--- config.mk ---
export PLATFORM = sky130hd
export DESIGN_NAME = uart_receiver
export DESIGN_NICKNAME = d
export VERILOG_FILES = /design/src/rtl/uart_pkg.sv /design/src/rtl/uart_rx_core.sv /design/src/rtl/uart_receiver.sv
export SDC_FILE = /design/constraint.sdc
export NUM_CORES = 1
export LEC_CHECK = 0
export BUFFER_PORTS_ARGS = -buffer_cell sky130_fd_sc_hd__buf_2
export CAP_MARGIN = 20
export CORE_MARGIN = 10
export CORE_UTILIZATION = 55
export CTS_CLUSTER_SIZE = 28
export DETAILED_ROUTE_END_ITERATION = 12
export PLACE_DENSITY = 0.8
export SLEW_MARGIN = 25
export SYNTH_ARGS = -nofsm -noshare
export SYNTH_HDL_FRONTEND = slang
export SYNTH_SLANG_ARGS = --single-unit
--- constraint.sdc ---
create_clock -name CLK -period 4.4 [get_ports CLK]
set_clock_uncertainty 0.2 [all_clocks]
set_input_delay 0.22 -clock CLK [delete_from_list [all_inputs] [get_ports CLK]]
set_output_delay 0.22 -clock CLK [all_outputs]
set_load 0.02 [all_outputs]
--- src/rtl/uart_pkg.sv ---
`default_nettype none
// ============================================================================
//  Module      : uart_pkg
//  Description : Shared definitions for the UART receive peripheral: receive
//                FSM state encoding, register addresses and status bit
//                positions, plus the bit-period helper.
//  Revision    : 1.0 - initial release
// ============================================================================
package uart_pkg;

    typedef enum logic [2:0] {
        ST_IDLE      = 3'd0,
        ST_START     = 3'd1,
        ST_DATA      = 3'd2,
        ST_STOP      = 3'd3,
        ST_WAIT_HIGH = 3'd4
    } rx_state_t;

    localparam logic [3:0] UART_RX_DATA_ADDR = 4'd0;
    localparam logic [3:0] UART_RX_STAT_ADDR = 4'd1;

    localparam int UART_RX_STAT_VALID = 0;
    localparam int UART_RX_STAT_FULL  = 1;
    localparam int UART_RX_STAT_OVR   = 2;
    localparam int UART_RX_STAT_FERR  = 3;

    // Clock cycles per bit, rounded to nearest.
    function automatic int bit_cycles(input int clk_freq, input int baud_rate);
        return (clk_freq + baud_rate / 2) / baud_rate;
    endfunction

endpackage
`default_nettype wire

--- src/rtl/uart_rx_core.sv ---
`default_nettype none
// ============================================================================
//  Module      : uart_rx_core
//  Description : 8N1 serial receive engine. Synchronises RX, finds the start
//                edge, samples each bit at its middle and reports a complete
//                byte or a framing error with single-cycle strobes.
//  Ports       : CLK, RSTb      - clock, async active-low reset
//                i_rx           - raw serial input (asynchronous)
//                o_byte         - assembled byte, valid with o_byte_stb
//                o_byte_stb     - 1-cycle: good stop bit sampled
//                o_ferr_stb     - 1-cycle: stop bit sampled low
//  Revision    : 1.0 - initial release
// ============================================================================
module uart_rx_core #(
    parameter int CLK_FREQ  = 12000000,
    parameter int BAUD_RATE = 115200
) (
    input  logic       CLK,
    input  logic       RSTb,
    input  logic       i_rx,
    output logic [7:0] o_byte,
    output logic       o_byte_stb,
    output logic       o_ferr_stb
);
    import uart_pkg::*;

    localparam int          c_BIT_CYC   = bit_cycles(CLK_FREQ, BAUD_RATE);
    localparam int          c_HALF_CYC  = c_BIT_CYC / 2;
    localparam logic [15:0] c_BIT_LAST  = 16'(c_BIT_CYC - 1);
    localparam logic [15:0] c_HALF_LAST = 16'(c_HALF_CYC - 1);

    logic        r_rx_meta;
    logic        r_rx_s;
    rx_state_t   r_state, w_state_nxt;
    logic [15:0] r_cnt, w_cnt_nxt;
    logic [2:0]  r_idx, w_idx_nxt;
    logic [7:0]  r_data, w_data_nxt;

    // Two-flop synchroniser; resets to the idle (high) line level.
    always_ff @(posedge CLK or negedge RSTb) begin
        if (!RSTb) begin
            r_rx_meta <= 1'b1;
            r_rx_s    <= 1'b1;
        end else begin
            r_rx_meta <= i_rx;
            r_rx_s    <= r_rx_meta;
        end
    end

    always_ff @(posedge CLK or negedge RSTb) begin
        if (!RSTb) begin
            r_state <= ST_IDLE;
            r_cnt   <= '0;
            r_idx   <= '0;
            r_data  <= '0;
        end else begin
            r_state <= w_state_nxt;
            r_cnt   <= w_cnt_nxt;
            r_idx   <= w_idx_nxt;
            r_data  <= w_data_nxt;
        end
    end

    always_comb begin
        w_state_nxt = r_state;
        w_cnt_nxt   = r_cnt + 16'd1;
        w_idx_nxt   = r_idx;
        w_data_nxt  = r_data;
        o_byte_stb  = 1'b0;
        o_ferr_stb  = 1'b0;
        case (r_state)
            ST_IDLE: begin
                w_cnt_nxt = '0;
                w_idx_nxt = '0;
                if (!r_rx_s) w_state_nxt = ST_START;
            end
            ST_START: begin
                // Re-check the line at mid start bit to reject glitches.
                if (r_cnt == c_HALF_LAST) begin
                    w_cnt_nxt   = '0;
                    w_state_nxt = r_rx_s ? ST_IDLE : ST_DATA;
                end
            end
            ST_DATA: begin
                if (r_cnt == c_BIT_LAST) begin
                    w_cnt_nxt         = '0;
                    w_data_nxt[r_idx] = r_rx_s;
                    w_idx_nxt         = r_idx + 3'd1;
                    if (r_idx == 3'd7) w_state_nxt = ST_STOP;
                end
            end
            ST_STOP: begin
                if (r_cnt == c_BIT_LAST) begin
                    w_cnt_nxt = '0;
                    if (r_rx_s) begin
                        o_byte_stb  = 1'b1;
                        w_state_nxt = ST_IDLE;
                    end else begin
                        o_ferr_stb  = 1'b1;
                        w_state_nxt = ST_WAIT_HIGH;
                    end
                end
            end
            ST_WAIT_HIGH: begin
                // A held-low line (break) yields one error, not one per frame time.
                w_cnt_nxt = '0;
                if (r_rx_s) w_state_nxt = ST_IDLE;
            end
            default: begin
                w_cnt_nxt   = '0;
                w_state_nxt = ST_IDLE;
            end
        endcase
    end

    assign o_byte = r_data;

endmodule
`default_nettype wire

--- src/rtl/uart_receiver.sv ---
`default_nettype none
// ============================================================================
//  Module      : uart_receiver
//  Description : Memory-mapped 8N1 UART receive peripheral. Buffers received
//                bytes and exposes data plus sticky status on the CPU bus.
//                Build option UART_RX_FIFO_EN: when defined the buffer is a
//                FIFO_DEPTH-entry circular FIFO, otherwise a single holding
//                register.
//  Ports       : CLK, RSTb            - clock, async active-low reset
//                ADDRESS / DATA_OUT   - read select / combinational read data
//                                       (0: data head, 1: status)
//                RD                   - read strobe, pops at ADDRESS 0
//                WR_ADDRESS / DATA_IN / WR - status write-1-to-clear at 1
//                RX                   - serial input, idles high
//  Revision    : 1.0 - initial release
// ============================================================================
module uart_receiver #(
    parameter int CLK_FREQ   = 12000000,
    parameter int BAUD_RATE  = 115200,
    parameter int BITS       = 16,
    parameter int FIFO_DEPTH = 8
) (
    input  logic            CLK,
    input  logic            RSTb,
    input  logic [3:0]      ADDRESS,
    input  logic [3:0]      WR_ADDRESS,
    input  logic [BITS-1:0] DATA_IN,
    output logic [BITS-1:0] DATA_OUT,
    input  logic            WR,
    input  logic            RD,
    input  logic            RX
);
    import uart_pkg::*;

    logic [7:0] w_rx_byte;
    logic       w_byte_stb;
    logic       w_ferr_stb;
    logic       w_valid;
    logic       w_full;
    logic       w_pop;
    logic       w_push_ok;
    logic [7:0] w_head;
    logic       w_pop_req;
    logic       w_wr_stat;
    logic       r_ovr;
    logic       r_ferr;
    logic       w_unused_data;

    uart_rx_core #(
        .CLK_FREQ  (CLK_FREQ),
        .BAUD_RATE (BAUD_RATE)
    ) u_core (
        .CLK        (CLK),
        .RSTb       (RSTb),
        .i_rx       (RX),
        .o_byte     (w_rx_byte),
        .o_byte_stb (w_byte_stb),
        .o_ferr_stb (w_ferr_stb)
    );

    assign w_pop_req = RD && (ADDRESS == UART_RX_DATA_ADDR);
    assign w_pop     = w_pop_req && w_valid;
    // The pop is applied first, so a full buffer popped this cycle has room.
    assign w_push_ok = w_byte_stb && (!w_full || w_pop);

`ifdef UART_RX_FIFO_EN
    localparam int                 c_PTR_W = $clog2(FIFO_DEPTH);
    localparam logic [c_PTR_W:0]   c_DEPTH = (c_PTR_W + 1)'(FIFO_DEPTH);

    logic [7:0]         r_mem [FIFO_DEPTH];
    logic [c_PTR_W-1:0] r_wptr;
    logic [c_PTR_W-1:0] r_rptr;
    logic [c_PTR_W:0]   r_count;

    assign w_valid = (r_count != '0);
    assign w_full  = (r_count == c_DEPTH);
    assign w_head  = r_mem[r_rptr];

    // When full with a concurrent pop, wptr equals rptr: the outgoing head
    // is still read combinationally this cycle before being overwritten.
    always_ff @(posedge CLK) begin
        if (w_push_ok) r_mem[r_wptr] <= w_rx_byte;
    end

    always_ff @(posedge CLK or negedge RSTb) begin
        if (!RSTb) begin
            r_wptr  <= '0;
            r_rptr  <= '0;
            r_count <= '0;
        end else begin
            if (w_pop)     r_rptr <= r_rptr + 1'b1;
            if (w_push_ok) r_wptr <= r_wptr + 1'b1;
            case ({w_push_ok, w_pop})
                2'b10:   r_count <= r_count + 1'b1;
                2'b01:   r_count <= r_count - 1'b1;
                default: r_count <= r_count;
            endcase
        end
    end
`else
    localparam int c_unused_depth = FIFO_DEPTH;

    logic [7:0] r_hold;
    logic       r_full;

    assign w_valid = r_full;
    assign w_full  = r_full;
    assign w_head  = r_hold;

    always_ff @(posedge CLK or negedge RSTb) begin
        if (!RSTb) begin
            r_hold <= '0;
            r_full <= 1'b0;
        end else if (w_push_ok) begin
            r_hold <= w_rx_byte;
            r_full <= 1'b1;
        end else if (w_pop) begin
            r_full <= 1'b0;
        end
    end
`endif

    // Sticky flags: a hardware set in the same cycle as a clear wins.
    assign w_wr_stat = WR && (WR_ADDRESS == UART_RX_STAT_ADDR);

    always_ff @(posedge CLK or negedge RSTb) begin
        if (!RSTb) begin
            r_ovr  <= 1'b0;
            r_ferr <= 1'b0;
        end else begin
            r_ovr  <= (w_byte_stb && w_full && !w_pop) ||
                      (r_ovr && !(w_wr_stat && DATA_IN[UART_RX_STAT_OVR]));
            r_ferr <= w_ferr_stb ||
                      (r_ferr && !(w_wr_stat && DATA_IN[UART_RX_STAT_FERR]));
        end
    end

    always_comb begin
        DATA_OUT = '0;
        case (ADDRESS)
            UART_RX_DATA_ADDR: begin
                if (w_valid) DATA_OUT[7:0] = w_head;
            end
            UART_RX_STAT_ADDR: begin
                DATA_OUT[UART_RX_STAT_VALID] = w_valid;
                DATA_OUT[UART_RX_STAT_FULL]  = w_full;
                DATA_OUT[UART_RX_STAT_OVR]   = r_ovr;
                DATA_OUT[UART_RX_STAT_FERR]  = r_ferr;
            end
            default: ;
        endcase
    end

    assign w_unused_data = ^{DATA_IN[BITS-1:4], DATA_IN[1:0]};

endmodule
`default_nettype wire

# After elaboration in Yosys (flattened, before gate mapping)
# Index checks and enable logic that the tools add are counted.
[word_totals]
regBits = 43
in_bits = 29
elab_cells = 83
[op_classes]
n_addsub = 2
magnitude_cmp = 2
eq_ne = 15
n_mux = 28
reduce_logical = 26
[op_table]
columns = ["operator", "count"]
rows = [
  ["2-to-1 mux 16 bit", 2],
  ["one-hot mux 16 bit (2 select lines)", 1],
  ["2-to-1 mux 3 bit", 8],
  ["adder 16 x 1 -> 16 bit, second input constant", 1],
  ["equality test 16 x 6 -> 1 bit, second input constant", 1],
  ["equality test 16 x 7 -> 1 bit, second input constant", 1],
  ["one-hot mux 3 bit (5 select lines)", 1],
  ["logical AND 1 bit", 11],
  ["inequality test 2 x 1 -> 1 bit, second input constant", 5],
  ["2-to-1 mux 1 bit", 9],
  ["bitwise mux 8 bit", 1],
  ["equality test 4 x 1 -> 1 bit, second input constant", 2],
  ["2-to-1 mux 8 bit", 1],
  ["one-hot mux 4 bit (2 select lines)", 1],
  ["equality test 3 x 2 -> 1 bit, second input constant", 2],
  ["equality test 3 bit, second input constant", 2],
  ["one-hot mux 3 bit (2 select lines)", 1],
  ["AND reduction 6 bit", 1],
  ["zero test 1 bit", 4],
  ["zero test 4 bit", 1],
  ["less-than comparator 3 x 4 -> 1 bit, second input constant", 1],
  ["2-to-1 mux 4 bit", 1],
  ["AND reduction 2 bit", 2],
  ["nonzero test 2 bit", 2],
  ["9 further kinds", 11],
]

# Depth between registers and ports, before layout
[logic_depth]
word_depth = 6
depth_mapped = 6
ltp_nobuf = 5

# Modules after synthesis
# A second synthesis with hierarchy kept.
[unflattened]
hier_cells = 233
area_unflattened_um2 = 2392.3
[by_module_without_submodules]
columns = ["mod", "instances", "cells_each", "area_per_inst_um2", "seq_area_each_um2"]
rows = [
  ["uart_rx_core", 1, 176, 1742.9, 803.3],
  ["uart_receiver", 1, 57, 649.4, 275.3],
]

# Worst setup path before layout
# OpenSTA, ideal clock, no wires.
[synth_timing]
path_type = "register to register"
from = "register u_core.r_cnt[0]"
to = "register u_core.r_data[3] (netlist: u_core.o_byte[3])"
setup_ps = 128
arrival_ps = 2289
slack_ps = 1783
path_stages_with_launch = 7
path_buffers = 1
cell_sequence = "dfrtp_1 -> ha_1 -> or4bb_1 -> or4_4 -> buf_6 -> nor4b_2 -> mux2_1"
[synth_between]
elab_chain_len = 2
[synth_rtl]
columns = ["item", "line", "text"]
rows = [
  ["from (decl)", "uart_rx_core.sv:35", "logic [15:0] r_cnt, w_cnt_nxt;"],
  ["from (signal assigned)", "uart_rx_core.sv:58", "r_cnt <= w_cnt_nxt;"],
  ["equality test 16 x 7 -> 1 bit", "uart_rx_core.sv:85", "if (r_cnt == c_BIT_LAST) begin"],
  ["AND reduction 2 bit (no source line)", "--", ""],
  ["to (signal assigned)", "uart_rx_core.sv:60", "r_data <= w_data_nxt;"],
  ["to (decl)", "uart_rx_core.sv:37", "logic [7:0] r_data, w_data_nxt;"],
]
# No other way between the ends.
# A chain may end at the register's enable or synchronous reset.

# Worst setup path after layout
[layout_timing]
from = "register u_core.r_cnt[0]"
to = "register r_hold[3]"
[layout_between]
elab_chain_len = 4
[layout_rtl]
columns = ["item", "line", "text"]
rows = [
  ["equality test 16 x 7 -> 1 bit", "uart_rx_core.sv:93", "if (r_cnt == c_BIT_LAST) begin"],
  ["2-to-1 mux 1 bit", "uart_rx_core.sv:93", ""],
  ["2-to-1 mux 1 bit", "uart_rx_core.sv:71", "case (r_state)"],
  ["logical AND 1 bit", "uart_receiver.sv:64", "assign w_push_ok = w_byte_stb && (!w_full || w_pop);"],
  ["to (signal assigned)", "uart_receiver.sv:115", "r_hold <= w_rx_byte;"],
  ["to (decl)", "uart_receiver.sv:103", "logic [7:0] r_hold;"],
]
# No other way between the ends.

==> impl_metrics.yaml <==
critical_path:
  critPathCaptureType: "flip-flop"
  critical_path_class: "flip-flop to flip-flop"
  crit_slowest_cell: "nor4_1"
  arrival_ns: 3.03
  slowest_delay_ns: 0.70
  path_cells: "ha_1 -> or4bb_1 -> nor4_1 -> and4_1 -> mux2_2"
  reg2reg_to: "r_hold[3]"
  cp_num_buf_inv: 0
  worstPathRequired_ns: 4.38
  rr_startpoint: "u_core.r_cnt[0]"
  rrSetupSlack_ns: 1.35
  cp_max_fo: 8
  rr_worst_depth: 5
  crit_cells: 5
  start_kind: "flip-flop"
  crit_family: "simple AND/OR/NAND/NOR gates"
die:
  initial_core_util: 0.582
  die_w_um: 83.2
  die_h_um: 83.2
  placementRows: 22
  io_pins: 45
  die-area_um2: 6920
  design.core.area_um2: 3770
timing:
  final.setup.tns_ns: 0
  hold_viol_final: 0
  slew_viol_final: 0
  rsz0062_at_grt: "no"
  fin_crit_sh: 0.694
  setup_viol: 0
  max_freq_mhz: 327
  relSlewSlack: 0.390
  finalCriticalPeriod_ns: 3.05
  whs_ns: 0.0235
  tightest_slew_ns: 0.914
route:
  wl_um: 3880
  firstDrtPassIters: 4
  vias: 1580
  viasPerCell: 5.52
  postRouteAntennaNets: 0
  drt_iter0_drc: 85
  wl_per_cell_um: 13.6
  drc: 0
global_routing:
  grt_util_all_layers: 0.114
  grt_start_max_net_pins: 44
  grt_remaining_overflow: 0
  grt_pass1_vias: 1521
  antenna_found_initial: 0
  grt_pass1_wl_um: 6830
power:
  power_w: 0.000673
  p_per_area_nw_per_um2: 281
  leakage_nw: 1.13
  irDropWorstVdd_uv: 217
clock_network:
  insertion_delay_ns: 0.29
  postCtsSetupRepairBufs: 0
  numClockSinks: 43
  cts_tree: "built"
  cts_made_buffers: 5
  path_clk_slew_ns: 0.08
  postCtsResizedCells: 0
  clockBufferDepth: 2
  cts_root_buffer: "clkbuf_8"
  htreeDepth: 2
  ctsHoldBuffers: 2
worst_hold_path:
  holdPathStages: 4
  hold-path-endpoint: "r_ovr"
  hold_path_class: "input port to flip-flop"
  hold_start: "WR"
placed_design:
  placed_area_um2: 2290
  gp_congestion: 0.805
  io_buffers: 22
  hpwlAfterDp_um: 2830
logic_synthesis:
  synth-seq-cells: 43
  synth_area_um2: 2200
  ys_warn_count: 0
  yosysTopAreaCell: "dfrtp_1"
  synthTopCellsByArea: "dfrtp_1 (47%), mux2_2 (7.2%), nor2_1 (4.4%), buf_4 (2.7%), dfstp_2 (2.4%)"
  ys_seq_area_frac: 0.491
  synthCells: 215
  synth_cell_type_count: 42
  synth_top_area_share: 0.467
  syn_area_per_cell_um2: 10.2
layout:
  nNetsFinal: 269
  final_core_util: 0.636
  area_delta_synth_final_pct: 9.29
  drive_gt1_frac: 0.210
  fin_area_um2: 2400
  diodes: 0
run:
  cap_violations: 0
status:
  outcome: "finished clean"
metal layers:
| layer | part of all wire | GRT usage | vias up |
|---|---|---|---|
| met5 | 0 | 0 | - |
| met4 | 0.0059 | 0.0277 | 0 |
| met3 | 0.061 | 0.0439 | 4 |
| met2 | 0.50 | 0.197 | 31 |
| met1 | 0.43 | 0.129 | 756 |
| li1 | - | - | 789 |
worst reg2reg max path, stage by stage, from the launching register on:
cell,delay (ns)
dfrtp_1,0.40
ha_1,0.22
or4bb_1,0.52
nor4_1,0.70
and4_1,0.52
mux2_2,0.38
cells in the mapped netlist:
cell,n
nor3_1,5
mux2_1,3
ha_1,3
o31ai_1,1
buf_4,8
dfstp_2,2
dfrtp_1,41
nor2_1,26
nand3_1,9
nand2_1,14
and3_1,2
xor2_1,4
nand4b_1,1
nor4b_1,1
nand2b_1,3
o21ai_0,8
nor4b_2,1
a22o_1,3
buf_6,1
conb_1,1
nand3b_1,1
or4bb_1,1
buf_2,3
mux2_2,14
o41ai_1,1
nor3b_1,1
clkbuf_1,4
or4_1,5
a311o_1,1
or3_1,7
or4_4,1
and4_1,2
o41a_1,1
inv_1,3
or3b_2,1
a21oi_1,9
nor4_1,6
and2_1,5
nand4_1,4
xnor2_1,5
a21oi_2,1
nor2b_1,2
power by group:
part           switching, W  internal (W)  leakage (nW)  total (W)
Combinational     0.0000194    0.00000785         0.512  0.0000273
Sequential       0.00000336      0.000398         0.578   0.000402
Clock              0.000134      0.000110        0.0402   0.000245
cell usage in the layout, fill, tap and decap left out, drive strengths merged, types with 3 or more instances in the layout:
| cell type | count |
|---|---|
| or3 | 7 |
| mux2 | 17 |
| nand2 | 14 |
| inv | 3 |
| nor3 | 5 |
| nand4 | 4 |
| nand3 | 9 |
| or4 | 6 |
| clkbuf | 5 |
| nand2b | 3 |
| buf | 22 |
| a22o | 3 |
| a21oi | 10 |
| nor4 | 6 |
| xnor2 | 5 |
| o21ai | 8 |
| nor2 | 26 |
| dfrtp | 41 |
| conb | 8 |
| xor2 | 4 |
| ha | 3 |
| and2 | 5 |
layout make-up:
| class | instances | area [µm²] |
|---|---|---|
| Fill cell | 317 | 1370 |
| Multi-Input combinational cell | 160 | 1030 |
| Sequential cell | 43 | 1080 |
| Inverter | 3 | 11.3 |
| Timing Repair Buffer | 24 | 130 |
| Clock buffer | 5 | 68.8 |
| Tap cell | 48 | 60.1 |
| Clock inverter | 3 | 20.0 |
flip-flops by register name, indices dropped and copies added, names as in the netlist:
register	cells
r_ferr	1
u_core.r_state	3
u_core.o_byte	8
u_core.r_idx	3
r_full	1
r_ovr	1
r_hold	8
u_core.r_cnt	16
u_core.r_rx_s	1
u_core.r_rx_meta	1
worst max-delay path by stage:
| stage | from | end | slack (ns) |
|---|---|---|---|
| 2_1_floorplan | u_core.r_cnt[0] | u_core.o_byte[3] | 1.78 |
| 3_3_place_gp | u_core.r_cnt[0] | r_hold[7] | 1.42 |
| 3_5_place_dp | u_core.r_cnt[0] | r_hold[3] | 1.34 |
| 4_1_cts | u_core.r_cnt[0] | r_hold[3] | 1.32 |
| 5_1_grt | u_core.r_cnt[0] | r_hold[2] | 1.15 |
| 6_report | u_core.r_cnt[0] | r_hold[3] | 1.35 |
stage by stage:
stage / setup WS (ns) / std cells
6_report: 1.35 / 286
4_1_cts: 1.32 / 286
5_1_grt: 1.15 / 286
3_3_place_gp: 1.42 / 276
2_1_floorplan: 1.78 / 222
3_5_place_dp: 1.34 / 276
logic make-up (layout without fill, tap and decap cells):
family / Yosys count / count (layout) / share of synthesized area
multiplexers: 17 / 17 / 0.0872
XOR/XNOR: 9 / 9 / 0.0359
buffers and inverters: 19 / 35 / 0.0513
other: 1 / 8 / 0.00171
adder cells (fa/ha/maj): 3 / 3 / 0.0171
flip-flops: 43 / 43 / 0.491
AND/OR/NAND/NOR: 98 / 98 / 0.244
AO/OA/AOI/OAI: 25 / 25 / 0.0718
No activity file was read; power rests on OpenSTA's default activity.
